**config.mk**
```make
export PLATFORM = sky130hd
export DESIGN_NAME = uart_cmd_decoder
export DESIGN_NICKNAME = d
export VERILOG_FILES = /design/src/rtl/uart_cmd_decoder.sv
export SDC_FILE = /design/constraint.sdc
export NUM_CORES = 1
export LEC_CHECK = 0
export BUFFER_PORTS_ARGS = -buffer_cell sky130_fd_sc_hd__buf_2
export CAP_MARGIN = 15
export CORE_MARGIN = 1
export CORE_UTILIZATION = 50
export CTS_BUF_LIST = sky130_fd_sc_hd__clkbuf_8 sky130_fd_sc_hd__clkbuf_16
export CTS_CLUSTER_DIAMETER = 40
export DETAILED_ROUTE_END_ITERATION = 12
export GPL_TIMING_DRIVEN = 0
export PLACE_DENSITY = 0.78
export SYNTH_ARGS = -nofsm -noshare
export SYNTH_HDL_FRONTEND = slang
export SYNTH_SLANG_ARGS = --single-unit
```
**constraint.sdc**
```tcl
create_clock -name clk -period 9.5 [get_ports clk]
set_clock_uncertainty 0.2 [all_clocks]
set_input_delay 0.475 -clock clk [delete_from_list [all_inputs] [get_ports clk]]
set_output_delay 0.475 -clock clk [all_outputs]
set_load 0.01 [all_outputs]
```
**src/rtl/uart_cmd_decoder.sv**
```systemverilog
// ASCII command decoder between the UART RX FIFO and the stopwatch/watch control unit.
// Single letters become control pulses; "S" + six digits + CR/LF loads a validated time.
module uart_cmd_decoder #(
    parameter int unsigned TIMEOUT_CYCLES = 50_000_000
) (
    input  logic       clk,
    input  logic       rst,
    input  logic [7:0] rx_data,
    input  logic       rx_empty,
    output logic       rx_pop,
    output logic       o_run_stop,
    output logic       o_clear,
    output logic       o_mode,
    output logic       o_set_valid,
    output logic [4:0] o_set_hour,
    output logic [5:0] o_set_min,
    output logic [5:0] o_set_sec,
    output logic       o_err
);

    localparam int unsigned CNT_W = (TIMEOUT_CYCLES > 1) ? $clog2(TIMEOUT_CYCLES + 1) : 1;
    localparam logic [CNT_W:0] CNT_FIRE = (CNT_W + 1)'(TIMEOUT_CYCLES - 1);

    typedef enum logic [1:0] {
        ST_IDLE     = 2'd0,
        ST_SET      = 2'd1,
        ST_WAIT_END = 2'd2
    } state_t;

    logic [7:0]       byte_r;
    logic             pop_r;
    state_t           state_r,  state_s;
    logic [2:0]       idx_r,    idx_s;
    logic [5:0][3:0]  digit_r,  digit_s;
    logic [CNT_W-1:0] cnt_r,    cnt_s;
    logic [CNT_W:0]   cnt_inc_s;
    logic             run_stop_r, run_stop_s;
    logic             clear_r,    clear_s;
    logic             mode_r,     mode_s;
    logic             set_valid_r, set_valid_s;
    logic             err_r,      err_s;
    logic [4:0]       hour_r,     hour_s;
    logic [5:0]       min_r,      min_s;
    logic [5:0]       sec_r,      sec_s;
    logic [6:0]       hour_val_s, min_val_s, sec_val_s;
    logic             time_ok_s;

    function automatic logic is_digit(input logic [7:0] b);
        return (b >= 8'h30) && (b <= 8'h39);
    endfunction

    function automatic logic is_eol(input logic [7:0] b);
        return (b == 8'h0D) || (b == 8'h0A);
    endfunction

    function automatic logic [6:0] two_digit(input logic [3:0] tens, input logic [3:0] ones);
        return ({3'b000, tens} * 7'd10) + {3'b000, ones};
    endfunction

    assign hour_val_s = two_digit(digit_r[0], digit_r[1]);
    assign min_val_s  = two_digit(digit_r[2], digit_r[3]);
    assign sec_val_s  = two_digit(digit_r[4], digit_r[5]);
    assign time_ok_s  = (hour_val_s < 7'd24) && (min_val_s < 7'd60) && (sec_val_s < 7'd60);
    assign cnt_inc_s  = {1'b0, cnt_r} + {{CNT_W{1'b0}}, 1'b1};

    // Decode the captured byte (or the inter-byte timeout) into next state and output pulses.
    always_comb begin
        state_s     = state_r;
        idx_s       = idx_r;
        digit_s     = digit_r;
        cnt_s       = cnt_r;
        run_stop_s  = 1'b0;
        clear_s     = 1'b0;
        mode_s      = 1'b0;
        set_valid_s = 1'b0;
        err_s       = 1'b0;
        hour_s      = hour_r;
        min_s       = min_r;
        sec_s       = sec_r;
        if (pop_r) begin
            cnt_s = '0;
            case (state_r)
                ST_IDLE: begin
                    case (byte_r)
                        8'h52, 8'h72: run_stop_s = 1'b1;
                        8'h43, 8'h63: clear_s    = 1'b1;
                        8'h4D, 8'h6D: mode_s     = 1'b1;
                        8'h53, 8'h73: begin
                            state_s = ST_SET;
                            idx_s   = 3'd0;
                        end
                        8'h0D, 8'h0A, 8'h20: begin
                            state_s = ST_IDLE;
                        end
                        default: err_s = 1'b1;
                    endcase
                end
                ST_SET: begin
                    if (is_digit(byte_r)) begin
                        digit_s[idx_r] = byte_r[3:0];
                        if (idx_r == 3'd5) begin
                            state_s = ST_WAIT_END;
                            idx_s   = 3'd0;
                        end else begin
                            idx_s = idx_r + 3'd1;
                        end
                    end else begin
                        err_s   = 1'b1;
                        state_s = ST_IDLE;
                        idx_s   = 3'd0;
                    end
                end
                ST_WAIT_END: begin
                    state_s = ST_IDLE;
                    if (is_eol(byte_r) && time_ok_s) begin
                        set_valid_s = 1'b1;
                        hour_s      = hour_val_s[4:0];
                        min_s       = min_val_s[5:0];
                        sec_s       = sec_val_s[5:0];
                    end else begin
                        err_s = 1'b1;
                    end
                end
                default: begin
                    state_s = ST_IDLE;
                    idx_s   = 3'd0;
                end
            endcase
        end else if (state_r != ST_IDLE) begin
            // Fires as the idle count reaches TIMEOUT_CYCLES-1, so the pulse lands TIMEOUT_CYCLES after the last decode.
            if (cnt_inc_s >= CNT_FIRE) begin
                err_s   = 1'b1;
                state_s = ST_IDLE;
                idx_s   = 3'd0;
                digit_s = '0;
                cnt_s   = '0;
            end else begin
                cnt_s = cnt_inc_s[CNT_W-1:0];
            end
        end else begin
            cnt_s = '0;
        end
    end

    // Byte fetch: capture the FIFO head and pop it on alternate cycles.
    always_ff @(posedge clk or negedge rst) begin
        if (!rst) begin
            byte_r <= 8'h00;
            pop_r  <= 1'b0;
        end else if (!rx_empty && !pop_r) begin
            byte_r <= rx_data;
            pop_r  <= 1'b1;
        end else begin
            pop_r  <= 1'b0;
        end
    end

    // Command FSM state, timeout counter and registered outputs.
    always_ff @(posedge clk or negedge rst) begin
        if (!rst) begin
            state_r     <= ST_IDLE;
            idx_r       <= 3'd0;
            digit_r     <= '0;
            cnt_r       <= '0;
            run_stop_r  <= 1'b0;
            clear_r     <= 1'b0;
            mode_r      <= 1'b0;
            set_valid_r <= 1'b0;
            err_r       <= 1'b0;
            hour_r      <= 5'd0;
            min_r       <= 6'd0;
            sec_r       <= 6'd0;
        end else begin
            state_r     <= state_s;
            idx_r       <= idx_s;
            digit_r     <= digit_s;
            cnt_r       <= cnt_s;
            run_stop_r  <= run_stop_s;
            clear_r     <= clear_s;
            mode_r      <= mode_s;
            set_valid_r <= set_valid_s;
            err_r       <= err_s;
            hour_r      <= hour_s;
            min_r       <= min_s;
            sec_r       <= sec_s;
        end
    end

    assign rx_pop      = pop_r;
    assign o_run_stop  = run_stop_r;
    assign o_clear     = clear_r;
    assign o_mode      = mode_r;
    assign o_set_valid = set_valid_r;
    assign o_err       = err_r;
    assign o_set_hour  = hour_r;
    assign o_set_min   = min_r;
    assign o_set_sec   = sec_r;

endmodule

```
* Word-level counts from Yosys, hierarchy flattened
Cells that the tools add are included.
Widths: inputs -> output; s select.
** Word-level totals
- Output and inout port bits :: 23
- Register bits :: 86
** Cells by class
- Reductions and logical operators :: 23
- Equality and inequality tests :: 20
- Add/sub/neg operators :: 5
- Multiply operators :: 3
- Multiplexer cells :: 45
- Magnitude comparators :: 8
** Operator list (number)
- $mux 24 :: 5
- $mux 26 :: 3
- $eq 8x7->1 const B :: 8
- $add 26x1->27 const B :: 1
- $ge 27x26->1 const B :: 1
- $bwmux 24 :: 1
- $add 7x4->7 :: 3
- $mux 1 :: 19
- $mul 4x3->6 const B :: 3
- $mux 3 :: 6
- $eq 8x4->1 const B :: 2
- $lt 7x6->1 const B :: 2
- $demux 4 s3 :: 1
- $reduce_and 4->1 :: 3
- $reduce_or 11->1 :: 1
- $mux 2 :: 5
- $pmux 3 s3 :: 1
- $eq 8x6->1 const B :: 1
- $ge 8x6->1 const B :: 1
- $le 8x6->1 const B :: 1
- $pmux 2 s2 :: 2
- $reduce_or 2->1 :: 4
- $lt 7x5->1 const B :: 1
- $logic_and 1x1->1 :: 6
- 19 further kinds :: 23

* Logic depth before layout (Yosys ltp)
Gate-level depths: netlist of the first run.
- Depth after elaboration :: 9
- Depth in mapped cells :: 14

* Worst setup path before layout of the first run
No wires, ideal clock.
- Kind :: register to register
- Start :: register digit_r[17] (netlist name)
- End :: register hour_r[3] (netlist: o_set_hour[3])
- Path buffers :: 2
- Arrival :: 3.327 ns
- Required time :: 9.175 ns
- Slack :: 5.849 ns
- Library setup time :: 0.125 ns
- Clock period less this slack :: 3.651 ns
- Stages on the path, launching flop included :: 14
- Path through :: dfrtp_1 -> ha_1 -> ha_1 -> inv_1 -> fa_1 -> and3_1 -> o211a_1 -> maj3_1 -> o21ai_0 -> nand3_1 -> or2_2 -> clkbuf_1 -> clkbuf_1 -> mux2_2
** Between the ends
- Longest elaborated chain between the ends :: 6
** RTL lines
- start: declaration :: RTL line 34 : logic [5:0][3:0] digit_r, digit_s;
- start signal: assignment :: RTL line 176 : digit_r <= digit_s;
- $mul 4x3->6 :: RTL line 57 : return ({3'b000, tens} * 7'd10) + {3'b000, ones};
- $add 7x4->7 :: RTL line 57
- $lt 7x6->1 :: RTL line 63 : assign time_ok_s = (hour_val_s < 7'd24) && (min_val_s < 7'd60) && (sec_val_s < 7'd60);
- $logic_and 1x1->1 :: RTL line 63
- $logic_and 1x1->1 :: RTL line 115 : if (is_eol(byte_r) && time_ok_s) begin
- $reduce_and 3->1 (no source line)
- end signal: assignment :: RTL line 183 : hour_r <= hour_s;
- end: declaration :: RTL line 42 : logic [4:0] hour_r, hour_s;
No other way between the ends.
A chain may end at the register's enable or synchronous reset.

* Final worst setup path of the first run
- Start :: register digit_r[17] (netlist name)
- End :: register min_r[5] (netlist: o_set_min[5])
** Between the ends
- Longest elaborated chain between the ends :: 6
** RTL lines
- $mul 4x3->6 :: RTL line 57
- $add 7x4->7 :: RTL line 57
- $lt 7x6->1 :: RTL line 63
- $logic_and 1x1->1 :: RTL line 63
- $logic_and 1x1->1 :: RTL line 115
- $reduce_and 3->1 (no source line)
- end signal: assignment :: RTL line 184 : min_r <= min_s;
- end: declaration :: RTL line 43 : logic [5:0] min_r, min_s;
No other way between the ends.

==> flow_summary.yaml, run 1 <==
outcome:
  status: "completed"
timing:
  worstMarginPinSlew_ns: 0.704
  hold_viol_final: 0
  final-max-slew-violation-count: 0
  fin_crit_sh_pct: 42.3
  hold-worst-slack_ns: 0.129
  slew_headroom_pct: 52.9
  fmax_ghz: 0.249
  fin_setup_tns_ns: 0
  rsz0062_at_grt: "no"
  setup_viol_count_final: 0
  fin_ws_ns: 5.48
  fin_crit_ns: 4.02
logic_synthesis:
  synth_area_per_cell_sq_um: 9.72
  synthTopCellsByCount: "dfrtp_1 (86), nor2_1 (72), nand2_1 (59), nand3_1 (22), xor2_1 (22)"
  yosysTopAreaCell: "dfrtp_1"
  synth.most_common_cell: "dfrtp_1"
  synth_top_area_share_pct: 43.1
  syn_nets: 552
  muxShareOfSynthArea_pct: 5.68
  synthAdderAreaFrac_pct: 8.06
  synth_edf_count: 0
  ys_async_sr_fraction_pct: 100
  seq_area_frac_synth_pct: 43.1
  netlist_instances: 514
  synth-compound-area-share_pct: 10.2
  synth.area.top_cells: "dfrtp_1 (43%), nor2_1 (5.4%), ha_1 (5.3%), nand2_1 (4.4%), xor2_1 (3.9%)"
  synth-simple-area-share_pct: 22.4
  synth_top_family_by_area: "simple AND/OR/NAND/NOR gates"
  synth_flop_cell: "dfrtp_1"
  ys_seq_elements: 86
  yosys_warnings: 0
  syn_area_sq_um: 5000
  synth_xor_area_share_pct: 7.01
  synth.distinct_cells: 66
final_layout:
  final_cells: 698
  fin_nets: 598
  drive_gt1_share_pct: 15.0
  diodes: 0
  area_growth_pct: 11.9
power_and_ir_drop:
  seqPwrFrac_pct: 49.7
  ir_drop_mv: 0.0748
  power.share.switching_pct: 28.3
  comb_power_share_pct: 15.3
  p_int_mw: 0.581
  pwr-share-clk_pct: 35.0
  leakage_nw: 2.80
  p_per_area_nw_per_um2: 145
  p_sw_mw: 0.229
  total_power_mw: 0.810
floorplanning:
  die-area_sq_um: 10400
  start_util_pct: 51.4
  core_sq_um: 9730
  num_rows: 36
  num_io_pins: 34
  die_x_microns: 102
  die_h_microns: 102
drt:
  wirelength_microns: 10100
  drtPass1Iterations: 5
  wl_per_cell_microns: 14.5
  postRouteAntennaNets: 0
  drt_iter0_drc: 241
  drc: 0
  vias_per_cell: 5.57
  dr_total_vias: 3888
hold_path:
  hp-class: "input port to flip-flop"
placed_design:
  place_inst: 681
  place_congestion: 0.837
  dp_hpwl_microns: 7520
  dp_slack_ns: 5.50
  io_buffer_count: 33
global_route:
  grt_overflow: 0
  grt_max_degree: 54
  grtUsageTotal_pct: 21.4
  antenna_found_initial: 0
  grt_pass1_vias: 3856
  grt_pass1_wl_microns: 17500
clocking:
  clk_pin_slew_ns: 0.09
  cts-root-buf: "clkbuf_8"
  cts_sinks: 86
  clk_latency_ns: 0.36
  numCtsBuffers: 9
  h-tree-depth: 3
  post_cts_resize_count: 0
  tritoncts: "yes"
  cts_buffer_depth: 2
setup_path:
  arrival_ns: 4.07
  worstPathMaxFanout: 10
  required_ns: 9.55
  critPathKind: "flip-flop to flip-flop"
  start_kind: "flip-flop"
  cp-end-kind: "flip-flop"
run:
  drv_cap: 0
[through the flow]
stage	utilization (%)	instance area [sq um]
final	57.5	5590
after detailed placement	55.1	5360
after CTS	57.5	5590
after global routing	57.5	5590
after floorplan	-	5000
after global placement	54.8	5330
[worst max-delay path: stages, from the launching register on]
cell and delay [ns]:
dfrtp_1 0.46, ha_1 0.32, ha_1 0.20, inv_1 0.06, fa_1 0.48, and3_1 0.22
o211a_1 0.20, maj3_1 0.36, o21ai_0 0.23, nand3_1 0.17, or2_2 0.33, clkbuf_1 0.14
clkbuf_1 0.23, mux2_2 0.32
[cells in the final DEF, fill, tap and decap left out, types with 4 or more instances in the layout]
| cell | instances |
|---|---|
| ha_1 | 21 |
| clkbuf_1 | 15 |
| nor2b_1 | 7 |
| nor2_1 | 72 |
| a21o_1 | 5 |
| fa_1 | 6 |
| nand2_1 | 59 |
| o21ai_0 | 16 |
| xnor2_1 | 18 |
| nand4_1 | 12 |
| a211oi_1 | 6 |
| xor2_1 | 22 |
| a22oi_1 | 4 |
| clkbuf_8 | 9 |
| and3_1 | 6 |
| o22ai_1 | 5 |
| mux2i_1 | 16 |
| a21oi_1 | 11 |
| nor3_1 | 10 |
| inv_1 | 18 |
| dfrtp_1 | 86 |
| nand3b_1 | 4 |
| mux2_2 | 11 |
| nand3_1 | 22 |
| buf_2 | 33 |
[path summary, 6_finish.rpt]
check	from	end	slack, ns	cells past startpoint
setup / recovery	digit_r[17]	o_set_min[5]	5.48	13
hold / removal	rx_data[4]	byte_r[4]	0.13	3
setup reg to reg	digit_r[17]	o_set_min[5]	5.48	13
hold reg to reg	o_set_min[1]	o_set_min[1]	0.27	2
max in group asynchronous	rst	idx_r[1]	8.09	3
min in group asynchronous	rst	o_set_sec[5]	0.40	2
[registers in the layout, indices dropped and copies added, names as in the netlist]
register     flops
o_err            1
o_set_min        6
o_set_sec        6
o_set_valid      1
o_clear          1
rx_pop           1
o_set_hour       5
state_r          2
o_run_stop       1
digit_r         24
cnt_r           26
o_mode           1
idx_r            3
byte_r           8
[metal layers]
metal	up-vias	track usage [%]	wire, microns
li1	1889	-	-
met1	1874	25.4	4400
met2	107	38.4	5190
met3	18	4.79	393
met4	0	6.59	148
met5	-	0	0
[cell families after synthesis]
family	count (synthesis)
AO/OA/AOI/OAI	70
XOR/XNOR	40
adder cells (fa/ha/maj)	29
buffers and inverters	39
flip-flops	86
multiplexers	27
AND/OR/NAND/NOR	223
[layout make-up]
class	count	area, sq um
flip-flops and latches	86	2150
well taps	133	166
fillers	840	4140
repair buffers	35	205
inverters	18	67.6
plain buffers	21	108
multi-input cells	389	2670
clock inverters	7	98.8
clock buffers	9	124
[power groups by stage]
stage	Combinational, mW	Clock [mW]	Sequential, mW
finish	0.124	0.284	0.403
global route	0.139	0.307	0.405
CTS	0.125	0.289	0.403
detailed placement	0.123	0	0.410
global placement	0.116	0	0.408
floorplan	0.0869	0	0.405
[repair_timing]
action / CTS / global route
setup buffers: 0 / 0
hold endpoints to repair: 33 / 0
hold buffers: 1 / 0
No activity file was read; power rests on OpenSTA's default activity.
==> inputs of run 2 (changes only) <==
ABC_AREA = 1   (was default)
PLACE_DENSITY = 0.8   (was 0.78)
clock period = 3.2 ns   (was 9.5 ns; I/O delays follow)
==> flow_summary.yaml, run 2 <==
outcome:
  status: "completed"
setup_path:
  start_kind: "flip-flop"
  critPathKind: "flip-flop to flip-flop"
  arrival_ns: 3.10
  required_ns: 3.26
  worstPathMaxFanout: 10
  cp-end-kind: "flip-flop"
clocking:
  clk_pin_slew_ns: 0.09
  h-tree-depth: 3
  numCtsBuffers: 9
  cts-root-buf: "clkbuf_8"
  cts_sinks: 86
  tritoncts: "yes"
  cts_buffer_depth: 2
  clk_latency_ns: 0.38
final_layout:
  final_core_util_pct: 60.3
  nFillCells: 858
  area_growth_pct: 14.6
  regMostFlops: "cnt_r"
  layout_commonest_cell: "nand2_1"
  final_cell_mix: "nand2_1 (253), dfrtp_1 (85), nor2_1 (74)"
  drive_gt1_share_pct: 14.1
  largest_reg_flops: 26
  largest_registers: "cnt_r (26), digit_r (24), byte_r (8)"
  fin_nets: 798
  diodes: 0
  final_cells: 898
logic_synthesis:
  synth_flop_cell: "dfrtp_1"
  synth.distinct_cells: 39
  synth_area_per_cell_sq_um: 7.53
  synth_xor_area_share_pct: 2.84
  synth_top_family_by_area: "simple AND/OR/NAND/NOR gates"
  seq_area_frac_synth_pct: 41.1
  syn_area_sq_um: 5240
  ys_seq_elements: 86
  synth_edf_count: 0
  synth.most_common_cell: "nand2_1"
  ys_async_sr_fraction_pct: 100
  yosys_warnings: 0
  yosysTopAreaCell: "dfrtp_1"
  synthAdderAreaFrac_pct: 7.31
  synth.area.top_cells: "dfrtp_1 (41%), nand2_1 (18%), nor2_1 (5.3%), ha_1 (5.0%), inv_1 (4.8%)"
  syn_nets: 734
  muxShareOfSynthArea_pct: 0.215
  netlist_instances: 696
  synth-simple-area-share_pct: 36.7
  synth_top_area_share_pct: 41.1
  synth-compound-area-share_pct: 5.92
  synthTopCellsByCount: "nand2_1 (254), dfrtp_1 (86), nor2_1 (74), inv_1 (67), o21ai_0 (36)"
global_route:
  antenna_found_initial: 0
  grt_pass1_vias: 4552
  met2_usage_pct: 39.6
  grtUsageTotal_pct: 23.5
  met3_usage_pct: 3.26
  grt_overflow: 0
  grt.busiest_layer: "met2"
  grt_pass1_wl_microns: 20600
  gr-usage-met1_pct: 30.2
  grt_max_degree: 73
drt:
  drtPass1Iterations: 5
  wirelength_microns: 12000
  drt_iter0_drc: 215
  postRouteAntennaNets: 0
  wl_per_cell_microns: 13.4
  dr_total_vias: 4714
  drc: 0
  vias_per_cell: 5.25
timing:
  fmax_ghz: 0.328
  slew_headroom_pct: 54.6
  fin_crit_sh_pct: 95.2
  setup_viol_count_final: 0
  hold_viol_final: 0
  worstMarginPinSlew_ns: 0.678
  final-max-slew-violation-count: 0
  rsz0062_at_grt: "no"
  fin_setup_tns_ns: 0
  fin_crit_ns: 3.05
floorplanning:
  die_x_microns: 104
  die-area_sq_um: 10900
  core_sq_um: 9950
  die_h_microns: 104
  num_io_pins: 34
  num_rows: 36
  start_util_pct: 52.6
power_and_ir_drop:
  total_power_mw: 2.19
  ir_drop_mv: 0.231
  p_per_area_nw_per_um2: 365
  leakage_nw: 2.92
placed_design:
  place_inst: 863
  io_buffer_count: 33
  dp_hpwl_microns: 8870
  place_congestion: 0.919
run:
  drv_cap: 0
hold_path:
  hp-class: "input port to flip-flop"
[run 2: cell count changes after synthesis, moves of 10 or more]
cell	delta
clkbuf_1	-11
nor2_2	+20
xnor2_1	-12
nand2_1	+195
inv_1	+49
o21ai_0	+20
mux2i_1	-16
mux2_2	-10
xor2_1	-11
[run 2: final cells by class]
class	count	area [sq um]	share of cell area, %
tap	133	166	2.77
multi-input combinational	533	2790	46.5
buffer	8	51.3	0.854
inverter	69	259	4.31
timing repair buffer	53	375	6.25
clock buffer	11	151	2.52
clock inverter	5	57.6	0.959
sequential	86	2150	35.9
[run 2: what timing repair did]
item	CTS	global route
gates resized for setup	3	4
hold buffers	15	0
pin swaps	1	2
endpoints found under the hold margin	94	0
setup endpoints to repair	18	12
setup buffers	2	2
[run 2: kinds of logic after synthesis]
group / after synthesis
flip-flops: 86
buffers and inverters: 77
adder cells (fa/ha/maj): 27
multiplexers: 1
AND/OR/NAND/NOR: 432
XOR/XNOR: 17
AO/OA/AOI/OAI: 56
[run 2: per-stage QoR]
stage	setup slack [ns]	area, sq um	hold slack [ns]
floorplan	0.300	5240	-0.336
global placement	-0.149	5570	0.168
detailed placement	-0.250	5600	-0.154
CTS	0.0773	5990	0.0149
global route	0.00294	6000	0.0370
finish	0.153	6000	0.0113
[run 2: worst max-delay path, stage by stage (launching register included)]
cell	delay [ns]
dfrtp_2	0.47
ha_1	0.34
ha_1	0.22
fa_1	0.48
xnor2_1	0.18
nand4_1	0.14
nor4_2	0.31
nand2_2	0.15
clkbuf_2	0.20
o21ai_0	0.17
nand2_1	0.07
[run 2: final timing paths]
kind | startpoint | to | slack, ns | depth (start not counted)
setup reg to reg | digit_r[1] | o_set_hour[4] | 0.15 | 10
hold reg to reg | digit_r[4] | digit_r[4] | 0.29 | 2
min in group asynchronous | rst | cnt_r[4] | 0.14 | 3
setup / recovery | digit_r[1] | o_set_hour[4] | 0.15 | 10
max in group asynchronous | rst | cnt_r[24] | 1.63 | 3
hold / removal | rx_empty | byte_r[7] | 0.01 | 3
[run 2: routing by layer]
layer / vias to the layer above / wire length [microns] / part of all wire (%)
li1: 2333 / - / -
met1: 2209 / 5510 / 46
met2: 142 / 5720 / 48
met3: 30 / 500 / 4.2
met4: 0 / 265 / 2.2
met5: - / 0 / 0
[run 2: where the power goes]
part           leakage, nW  internal [mW]  switching [mW]
combinational         1.64         0.0767           0.154
clock                0.103          0.404           0.418
sequential            1.18           1.11          0.0260
total                 2.92           1.59           0.598
==> inputs of run 3 (changes only) <==
ABC_AREA = default   (was 1)
PLACE_DENSITY = 0.81   (was 0.8)
==> flow_summary.yaml, run 3 (same netlist as run 1, synthesis figures left out) <==
power_and_ir_drop:
  leakage_nw: 2.89
  comb_power_share_pct: 16.2
  power.share.switching_pct: 29.2
  p_int_mw: 1.68
  seqPwrFrac_pct: 50.4
  p_sw_mw: 0.692
  ir_drop_mv: 0.223
  p_per_area_nw_per_um2: 405
  pwr-share-clk_pct: 33.4
clocking:
  clk_pin_slew_ns: 0.09
  cts-root-buf: "clkbuf_8"
  cts_sinks: 86
  numCtsBuffers: 9
  cts_buffer_depth: 2
  clk_latency_ns: 0.36
  h-tree-depth: 3
  tritoncts: "yes"
floorplanning:
  start_util_pct: 51.4
  die-area_sq_um: 10400
  core_sq_um: 9730
  die_h_microns: 102
  num_rows: 36
  num_io_pins: 34
  die_x_microns: 102
timing:
  fmax_ghz: 0.300
  final-max-slew-violation-count: 0
  setup_viol_count_final: 16
  rsz0062_at_grt: "yes"
  fin_crit_sh_pct: 104
  fin_crit_ns: 3.33
  hold_viol_final: 1
  fin_ws_ns: -0.134
  worstMarginPinSlew_ns: 0.672
  hold-worst-slack_ns: -0.000272
  slew_headroom_pct: 55.0
drt:
  vias_per_cell: 5.55
  wirelength_microns: 10700
  drc: 0
  wl_per_cell_microns: 14.9
  drt_iter0_drc: 183
  dr_total_vias: 3984
  drtPass1Iterations: 5
  postRouteAntennaNets: 0
final_layout:
  regMostFlops: "cnt_r"
  final_cell_mix: "dfrtp_1 (81), nor2_1 (70), nand2_1 (59)"
  diodes: 0
  largest_registers: "cnt_r (26), digit_r (24), byte_r (8)"
  layout_commonest_cell: "dfrtp_1"
  area_growth_pct: 17.1
  largest_reg_flops: 26
  fin_nets: 618
  drive_gt1_share_pct: 20.0
  final_cells: 718
placed_design:
  io_buffer_count: 33
  place_inst: 681
  place_congestion: 0.848
  dp_hpwl_microns: 7550
setup_path:
  critPathKind: "flip-flop to flip-flop"
  rr_startpoint: "digit_r[19]"
  timing.rr.end: "o_set_min[5]"
  start_kind: "flip-flop"
  worstPathMaxFanout: 5
  cp-end-kind: "flip-flop"
  required_ns: 3.25
  rrSetupSlack_ns: -0.13
  rr_worst_depth: 12
  arrival_ns: 3.38
global_route:
  grt_overflow: 0
  grt_pass1_wl_microns: 18100
  grt_pass1_vias: 3962
  antenna_found_initial: 0
  grt_max_degree: 70
  grtUsageTotal_pct: 22.2
hold_path:
  hp-class: "input port to async pin"
outcome:
  violations: "negative hold slack, negative setup slack"
  status: "complete, but fails checks"
run:
  drv_cap: 0
run 3: changes by cell type in the layout (fill, tap and decap cells not counted), moves of 8 or more:
cell	change
clkbuf_1	+8
inv_1	-51
mux2_2	+10
mux2i_1	+16
nand2_1	-194
nand3_1	-9
nor2_2	-18
o21ai_0	-24
xnor2_1	+12
xor2_1	+11
run 3: final cells by class:
cell class,instances,area [sq um]
multi-input combinational,389,2720
inverter,18,67.6
tap,133,166
clock buffer,10,138
sequential,86,2160
timing repair buffer,56,392
clock inverter,6,70.1
fill,813,3880
buffer,20,133
run 3: worst max-delay path, stage by stage (launching register included):
cell       delay [ns]
dfrtp_1          0.39
ha_1             0.31
ha_2             0.19
inv_2            0.05
fa_2             0.44
and3_4           0.16
o211a_1          0.21
maj3_2           0.32
o21ai_4          0.15
nand3_2          0.09
or2_4            0.29
clkbuf_16        0.16
mux2_2           0.26
run 3: routing by layer:
layer / vias up / routed length [microns] / track usage, %
met2: 104 / 5610 / 40.5
li1: 1930 / - / -
met4: 0 / 178 / 6.59
met3: 20 / 354 / 4.72
met5: - / 0 / 0
met1: 1930 / 4540 / 26.1
run 3: metrics by stage:
step | cell area (sq um) | setup WS [ns] | TNS [ns] | utilization, % | total power [mW]
2_1_floorplan | 5030 | -0.198 | -1.18 | - | 1.46
3_3_place_gp | 5360 | -0.373 | -5.48 | 55.1 | 1.56
3_5_place_dp | 5390 | -0.462 | -9.28 | 55.4 | 1.58
4_1_cts | 5800 | -0.171 | -1.22 | 59.6 | 2.39
5_1_grt | 5850 | -0.230 | -2.75 | 60.1 | 2.49
6_report | 5850 | -0.134 | -0.966 | 60.1 | 2.37
run 3: what timing repair did:
item	4_1_cts	5_1_grt
setup endpoints to repair	43	65
buffers inserted	8	3
hold buffers	10	0
gates resized for setup	12	11
cloned	1	0
endpoints found under the hold margin	95	0
pin swaps	10	6
run 3: power by group through the flow:
stage               logic (mW)  clock network [mW]  registers [mW]
floorplan                0.258                   0            1.20
global placement         0.346                   0            1.21
detailed placement       0.368                   0            1.22
CTS                      0.383               0.810            1.19
global route             0.431               0.855            1.21
finish                   0.384               0.791            1.19
run 3: worst max-delay path by stage:
stage                 from            end  slack (ns)  depth (start not counted)
6_report       digit_r[19]   o_set_min[5]       -0.13                         12
5_1_grt        digit_r[19]   o_set_min[5]       -0.23                         12
4_1_cts        digit_r[17]   o_set_min[5]       -0.17                         12
3_5_place_dp   digit_r[17]   o_set_min[5]       -0.46                         13
3_3_place_gp   digit_r[17]  o_set_hour[3]       -0.37                         13
2_1_floorplan  digit_r[17]  o_set_hour[3]       -0.20                         13
